[src/rtl/mdio_cmd_sequencer.sv]
// rtl/mdio_cmd_sequencer.sv - Clause-22 MDIO master that plays a command table to the PHY
// Optional read-frame capture is built only when MDIO_SEQ_READ_EN is defined.

module mdio_cmd_sequencer #(
    parameter int NUM_CMD  = 9,
    parameter int DIV      = 100,
    parameter int PRE_BITS = 32,
    parameter int GAP_BITS = 8
) (
    input  logic                  CLK,
    input  logic                  RSTn,
    input  logic                  START,
    input  logic [NUM_CMD*32-1:0] CMD_TABLE,
    output logic                  MDC,
    output logic                  MDIO_OUT,
    output logic                  MDIO_OE,
    input  logic                  MDIO_IN,
    output logic                  BUSY,
    output logic                  DONE,
    output logic [15:0]           RD_DATA,
    output logic [7:0]            RD_IDX,
    output logic                  RD_VALID,
    output logic                  TA_ERR
);

    generate
        if (NUM_CMD < 1 || NUM_CMD > 256) begin : g_bad_num_cmd
            $error("mdio_cmd_sequencer: NUM_CMD must be 1..256");
        end
        if (DIV < 2) begin : g_bad_div
            $error("mdio_cmd_sequencer: DIV must be >= 2");
        end
    endgenerate

    localparam int          DW       = $clog2(DIV + 1);
    localparam int          BW       = 16;
    localparam logic [7:0]  LAST_IDX = 8'(NUM_CMD - 1);
    localparam logic [31:0] TERM     = 32'hFFFF_FFFF;

    typedef enum logic [1:0] {S_IDLE, S_PRE, S_FRAME, S_GAP} state_t;

    state_t        state;
    logic [DW-1:0] div_cnt;
    logic [BW-1:0] bit_cnt;
    logic [7:0]    idx;
    logic [7:0]    nxt_idx;
    logic [31:0]   shreg;
    logic          is_rd;
    logic          tick;
    logic [31:0]   first_entry;
    logic [31:0]   cur_entry;
    logic [31:0]   nxt_entry;
    logic          cur_rd;
    logic          nxt_rd;
    logic          seq_end;

    assign tick        = (div_cnt == DW'(DIV - 1));
    assign nxt_idx     = idx + 8'd1;
    assign first_entry = CMD_TABLE[31:0];
    assign cur_entry   = CMD_TABLE[{idx, 5'd0} +: 32];
    assign nxt_entry   = CMD_TABLE[{nxt_idx, 5'd0} +: 32];
    assign seq_end     = (idx == LAST_IDX) || (nxt_entry == TERM);

`ifdef MDIO_SEQ_READ_EN
    assign cur_rd = (cur_entry[29:28] == 2'b10);
    assign nxt_rd = (nxt_entry[29:28] == 2'b10);
`else
    assign cur_rd = 1'b0;
    assign nxt_rd = 1'b0;
`endif

    // bit_cnt/state name the MDC cycle emitted at the next falling edge
    always_ff @(posedge CLK or negedge RSTn) begin
        if (!RSTn) begin
            state    <= S_IDLE;
            div_cnt  <= '0;
            bit_cnt  <= '0;
            idx      <= '0;
            shreg    <= '0;
            is_rd    <= 1'b0;
            MDC      <= 1'b1;
            MDIO_OUT <= 1'b1;
            MDIO_OE  <= 1'b0;
            BUSY     <= 1'b0;
            DONE     <= 1'b0;
        end else begin
            DONE <= 1'b0;
            if (state == S_IDLE) begin
                MDC      <= 1'b1;
                MDIO_OUT <= 1'b1;
                MDIO_OE  <= 1'b0;
                BUSY     <= 1'b0;
                div_cnt  <= '0;
                bit_cnt  <= '0;
                if (START) begin
                    idx <= 8'd0;
                    if (first_entry == TERM) begin
                        DONE <= 1'b1;
                    end else begin
                        state <= S_PRE;
                        BUSY  <= 1'b1;
                    end
                end
            end else if (!tick) begin
                div_cnt <= div_cnt + DW'(1);
            end else begin
                div_cnt <= '0;
                if (!MDC) begin
                    MDC <= 1'b1;
                end else begin
                    MDC <= 1'b0;
                    case (state)
                        S_PRE: begin
                            MDIO_OUT <= 1'b1;
                            MDIO_OE  <= 1'b1;
                            if (bit_cnt == BW'(PRE_BITS - 1)) begin
                                state   <= S_FRAME;
                                bit_cnt <= '0;
                                shreg   <= cur_entry;
                                is_rd   <= cur_rd;
                            end else begin
                                bit_cnt <= bit_cnt + BW'(1);
                            end
                        end
                        S_FRAME: begin
                            MDIO_OUT <= shreg[31];
                            shreg    <= {shreg[30:0], 1'b0};
                            // read frames release the pad from the first turnaround bit (bit 17)
                            MDIO_OE  <= !(is_rd && bit_cnt >= BW'(14));
                            if (bit_cnt == BW'(31)) begin
                                state   <= S_GAP;
                                bit_cnt <= '0;
                            end else begin
                                bit_cnt <= bit_cnt + BW'(1);
                            end
                        end
                        default: begin
                            if (bit_cnt != BW'(GAP_BITS)) begin
                                MDIO_OUT <= 1'b1;
                                MDIO_OE  <= 1'b0;
                                bit_cnt  <= bit_cnt + BW'(1);
                            end else if (seq_end) begin
                                MDC   <= 1'b1;
                                state <= S_IDLE;
                                BUSY  <= 1'b0;
                                DONE  <= 1'b1;
                            end else begin
                                idx      <= nxt_idx;
                                MDIO_OUT <= 1'b1;
                                MDIO_OE  <= 1'b1;
                                if (PRE_BITS == 1) begin
                                    state   <= S_FRAME;
                                    bit_cnt <= '0;
                                    shreg   <= nxt_entry;
                                    is_rd   <= nxt_rd;
                                end else begin
                                    state   <= S_PRE;
                                    bit_cnt <= BW'(1);
                                end
                            end
                        end
                    endcase
                end
            end
        end
    end

`ifdef MDIO_SEQ_READ_EN
    logic        cap_en;
    logic [4:0]  cur_bit;
    logic [14:0] sh_in;

    // cur_bit is the frame bit on the wire; MDIO_IN is taken on the following MDC rise
    always_ff @(posedge CLK or negedge RSTn) begin
        if (!RSTn) begin
            cap_en   <= 1'b0;
            cur_bit  <= '0;
            sh_in    <= '0;
            RD_DATA  <= '0;
            RD_IDX   <= '0;
            RD_VALID <= 1'b0;
            TA_ERR   <= 1'b0;
        end else begin
            RD_VALID <= 1'b0;
            if (state == S_IDLE) begin
                cap_en <= 1'b0;
                if (START) TA_ERR <= 1'b0;
            end else if (tick) begin
                if (MDC) begin
                    cap_en  <= (state == S_FRAME) && is_rd && (bit_cnt >= BW'(15));
                    cur_bit <= 5'(BW'(31) - bit_cnt);
                end else if (cap_en) begin
                    if (cur_bit == 5'd16) begin
                        if (MDIO_IN) TA_ERR <= 1'b1;
                    end else begin
                        sh_in <= {sh_in[13:0], MDIO_IN};
                        if (cur_bit == 5'd0) begin
                            RD_DATA  <= {sh_in, MDIO_IN};
                            RD_IDX   <= idx;
                            RD_VALID <= 1'b1;
                        end
                    end
                end
            end
        end
    end
`else
    logic unused_mdio_in;
    assign unused_mdio_in = MDIO_IN;
    assign RD_DATA        = '0;
    assign RD_IDX         = '0;
    assign RD_VALID       = 1'b0;
    assign TA_ERR         = 1'b0;
`endif

endmodule

[config.mk]
export PLATFORM = sky130hd
export DESIGN_NAME = mdio_cmd_sequencer
export DESIGN_NICKNAME = d
export VERILOG_FILES = /design/src/rtl/mdio_cmd_sequencer.sv
export SDC_FILE = /design/constraint.sdc
export NUM_CORES = 1
export LEC_CHECK = 0
export CORE_MARGIN = 1.5
export CORE_UTILIZATION = 40
export CTS_BUF_LIST = sky130_fd_sc_hd__clkbuf_8
export CTS_CLUSTER_DIAMETER = 150
export CTS_CLUSTER_SIZE = 25
export DETAILED_ROUTE_END_ITERATION = 8
export PLACE_DENSITY = 0.78
export SYNTH_ARGS = -nofsm -noshare
export SYNTH_HDL_FRONTEND = slang
export SYNTH_SLANG_ARGS = --single-unit
[constraint.sdc]
create_clock -name CLK -period 7 [get_ports CLK]
set_clock_uncertainty 0.2 [all_clocks]
set_input_delay 1.05 -clock CLK [delete_from_list [all_inputs] [get_ports CLK]]
set_output_delay 1.05 -clock CLK [all_outputs]
set_load 0.01 [all_outputs]
After elaboration in Yosys (flattened, before gate mapping):

Index checks and enable logic that the tools add are counted.

* bits in writable memories: 0
* memories: 0
* bits in registers: 70
* bits in latches: 0
* word-level logic and storage cells: 106
* memory bits (read-only): 0

* $lt $le $gt $ge: 0
* divide/modulo/power cells: 0
* equal/unequal tests: 19
* reductions and logical operators: 13
* $mul: 0
* bitwise operators: 1
* multiplexer cells: 58
* add/sub/neg operators: 3
* shift-type cells: 2

Operators with widths (count)
* variable part select 288 x 14 -> 32 bit: 2
* two-way mux 16 bit: 7
* equality test 32 bit, second input constant: 2
* one-hot mux 32 bit (2 select lines): 1
* two-way mux 8 bit: 7
* two-way mux 32 bit: 1
* two-way mux 1 bit: 30
* adder 16 x 1 -> 16 bit, second input constant: 1
* equality test 16 x 5 -> 1 bit, second input constant: 1
* two-way mux 2 bit: 8
* inequality test 16 x 4 -> 1 bit, second input constant: 1
* two-way mux 7 bit: 2
* AND reduction 5 bit: 2
* adder 8 x 1 -> 8 bit, second input constant: 1
* equality test 8 x 4 -> 1 bit, second input constant: 1
* inequality test 2 bit, second input constant: 4
* inequality test 4 x 2 -> 1 bit, second input constant: 2
* nonzero test 2 bit: 4
* adder 7 x 1 -> 7 bit, second input constant: 1
* equality test 7 bit, second input constant: 1
* AND reduction 7 bit: 1
* inequality test 3 bit, second input constant: 2
* AND reduction 3 bit: 2
* AND reduction 6 bit: 1
* other kinds (10): 11

Depth between registers and ports, before layout:

* depth in word-level cells: 10
* depth in mapped cells: 14
* gate-level depth less buffers: 9

Worst setup path before layout:

No wires, ideal clock.

* kind: flip-flop to flip-flop
* from: reg idx[1]
* to: reg idx[4]
* data required time: 6.696 ns
* cell stages (with the launch flop): 15
* arrival: 3.068 ns
* path slack: 3.628 ns
* path through: dfrtp_1 > clkbuf_1 > buf_2 > buf_2 > inv_1 > ha_1 > buf_4 > buf_4 > nand4_1 > nor4_1 > nand2_1 > a211oi_1 > nor2_2 > o211a_1 > o311ai_1

* longest elaborated chain between the ends: 7

RTL lines
* start: declaration: RTL line 45 `logic [7:0] idx;`
* start signal: assignment: RTL line 148 `idx <= nxt_idx;`
* branches (longest 7 deep; another with adder 8 x 1 -> 8 bit)

Several ways; the timed one is not identified. The select of a mux whose other input is x is not followed.
A chain may end at the register's enable or synchronous reset.

Worst setup path after layout:

* from: reg idx[0]
* to: reg idx[1]

The elaborated chain is that of the path after synthesis.

==> impl_metrics.tcl <==
set metrics [dict create \
    clkTransAtPathRegs_ps 80 \
    endpoint_kind "register" \
    muxShareOfSynthArea_pct 27.6 \
    antenna_found_initial 3 \
    clock_latency_ps 370 \
    outcome "finished, final reports clean" \
    setup_viol_count_final 0 \
    ys_async_sr_fraction_pct 100 \
    num_rows 47 \
    hold_violations 0 \
    numCtsBuffers 9 \
    grt_use_total_pct 35.1 \
    p_leak_nw 3.82 \
    fin_crit_ps 4250 \
    synthTopCellsByArea "dfrtp_1 (25%), mux4_2 (22%), nand4_1 (6.0%)" \
    min_path_type "register to register" \
    final_common_cell "clkdlybuf4s50_1" \
    cp_max_fo 38 \
    period_share_pct 60.7 \
    post_cts_buffers 0 \
    place_area_sq_um 9830 \
    worst_ep_arrival_time_ps 4320 \
    whs_endpoint "div_cnt[0]" \
    min_path_cells 1 \
    max-vdd-ir-drop_uv 72.7 \
    power.density_nw_per_um2 114 \
    dp.cells 1226 \
    die_w_um 134 \
    drive_gt1_share_pct 10.7 \
    crit_type "register to register" \
    cts_resized 0 \
    slew_headroom_pct 20.0 \
    synth-adder-area-share_pct 1.46 \
    fin_cells 1245 \
    first_global_vias 7669 \
    grt_use_met2_pct 55.3 \
    drcViolationCount 0 \
    io_pins 323 \
    via_per_inst 6.36 \
    drt-initial-drc-count 1154 \
    ys_ff_latch 70 \
    synthXorXnorAreaFrac_pct 1.40 \
    cts_root_buffer "clkbuf_8" \
    cts_buffer_depth 2 \
    r2r_end "idx[1]" \
    final_area_sq_um 10100 \
    setup_slack_ps 2750 \
    dieArea_sq_um 18000 \
    hold_buffers 0 \
    ant_nets 0 \
    wire_per_inst_um 25.8 \
    r2r_slack_ps 2750 \
    ys_types 61 \
    gr-usage-met3_pct 6.99 \
    total_power_mw 1.15 \
    synth-edff-count 0 \
    core_area_sq_um 16700 \
    critPathLaunchType "register" \
    cts_tree "yes" \
    fill_cells 1470 \
    crit_required_ps 7080 \
    ys_seq_area_share_pct 25.5 \
    mappedNetlistArea_sq_um 6880 \
    hold_start "div_cnt[0]" \
    synthDominantCellAreaShare_pct 24.7 \
    clock_sinks 70 \
    gp_congestion 0.947 \
    rr_worst_depth 9 \
    avgSynthCellArea_sq_um 9.05 \
    rsz0062_at_grt "no" \
    synth_top_family_by_area "multiplexers" \
    grt_max_degree 71 \
    synth_flop_cell "dfrtp_1" \
    fmax_mhz 235 \
    synth-simple-area-share_pct 22.4 \
    fin_nets 1317 \
    area_growth_pct 46.9 \
    start_util_pct 41.2 \
    final-max-slew-violation-count 0 \
    via_count 7924 \
    dieHeight_um 134 \
    yosys.area.top_type "dfrtp_1" \
    worstMarginPinSlew_ps 1200 \
    io_buffers 295 \
    grt_pass1_wl_um 46700 \
    overflow 0 \
    synth-compound-area-share_pct 14.5 \
    synth_cells 760 \
    htree_levels 3 \
    detailedRoute.firstPassIterationCount 5 \
    reg2reg_from "idx[0]" \
    final_cell_mix "clkdlybuf4s50_1 (294), nor2_1 (101), nand4_1 (66), mux4_2 (66), a21oi_1 (66)" \
    pre_cts_slack_ps 2880 \
    timing.max_cap.violations 0 \
    dpl.hpwl_um 26500 \
    busiest_layer "met2" \
    finalWirelength_um 32100 \
    tns_ps 0 \
    gr-usage-met1_pct 43.9 \
    ys_warn_count 0 \
]
## cell families (layout without fill, tap and decap cells)
logic type / after synthesis / in the layout
mux: 107 / 107
other cells: 1 / 29
flops: 70 / 70
compound gates: 164 / 164
simple gates: 305 / 305
xor+xnor: 11 / 11
fa+ha+maj: 8 / 8
buf+inv: 94 / 331
## routing by layer
metal,up-vias,routed length (um)
met2,572,15100
met4,0,2200
li1,3448,-
met5,-,0
met3,104,3100
met1,3800,11700
## cell usage after synthesis, types with 2 or more instances
cell type,instances
nor2_1,101
dfrtp_1,68
a21oi_1,66
mux4_2,66
nand4_1,66
nand2_1,42
mux2i_1,39
o22ai_1,33
clkbuf_1,31
buf_4,28
nand3_1,26
o21ai_0,23
nor4_1,18
nor3_1,17
inv_1,12
buf_1,11
buf_2,10
ha_1,8
and3_1,7
o211ai_1,7
xnor2_1,6
nand2b_1,5
nand4b_1,5
xor2_1,5
a211oi_1,4
a31oi_1,3
o2111ai_1,3
o31ai_1,3
or4_1,3
a211o_1,2
a22o_1,2
a22oi_1,2
a31o_2,2
a41oi_1,2
and2_1,2
and4_1,2
buf_6,2
dfstp_2,2
mux2_2,2
nor3b_1,2
or2_2,2
## flip-flops by register name, indices dropped and copies added (netlist names)
| name | flops |
|---|---|
| bit_cnt | 16 |
| MDC | 1 |
| div_cnt | 7 |
| idx | 8 |
| MDIO_OE | 1 |
| MDIO_OUT | 1 |
| DONE | 1 |
| BUSY | 1 |
| shreg | 32 |
| state | 2 |
## final cells by class
| cell class | instances | area, sq um | area share (%) |
|---|---|---|---|
| multi-input cells | 621 | 4740 | 46.9 |
| clock inverters | 6 | 133 | 1.31 |
| well taps | 220 | 275 | 2.72 |
| repair buffers | 303 | 3010 | 29.8 |
| flip-flops and latches | 70 | 1760 | 17.4 |
| inverters | 12 | 45.0 | 0.446 |
| clock buffers | 10 | 138 | 1.36 |
| diodes | 3 | 7.51 | 0.0743 |
## per-stage QoR
stage	hold WS (ps)	util [%]
3_5_place_dp	252	58.8
4_1_cts	262	60.5
3_3_place_gp	246	58.8
5_1_grt	283	60.5
6_report	258	60.5
2_1_floorplan	225	-
## report_power, final
| part | total (mW) | switching, mW | internal [mW] |
|---|---|---|---|
| clock | 0.446 | 0.164 | 0.282 |
| sequential | 0.404 | 0 | 0.404 |
| combinational | 0.300 | 0.119 | 0.181 |
| total | 1.15 | 0.283 | 0.867 |
## worst max-delay path: stages (launching register included)
cell      delay, ps
dfrtp_2         900
inv_1           300
ha_1            910
nand4_1         230
nor4_1          370
nand2_1         100
a211oi_1        420
nor2_2          200
o211ai_2        310
mux2i_1         230
## worst max-delay path by stage
stage	start	to	slack, ps	depth (start not counted)
final	idx[0]	idx[1]	2750	9
after global routing	idx[0]	idx[4]	2430	9
after CTS	idx[0]	idx[1]	2840	9
after detailed placement	idx[0]	idx[1]	2880	9
after global placement	CMD_TABLE[215]	idx[4]	2920	8
after floorplan	idx[1]	idx[4]	3630	14
(Power assumes the default switching activity.)
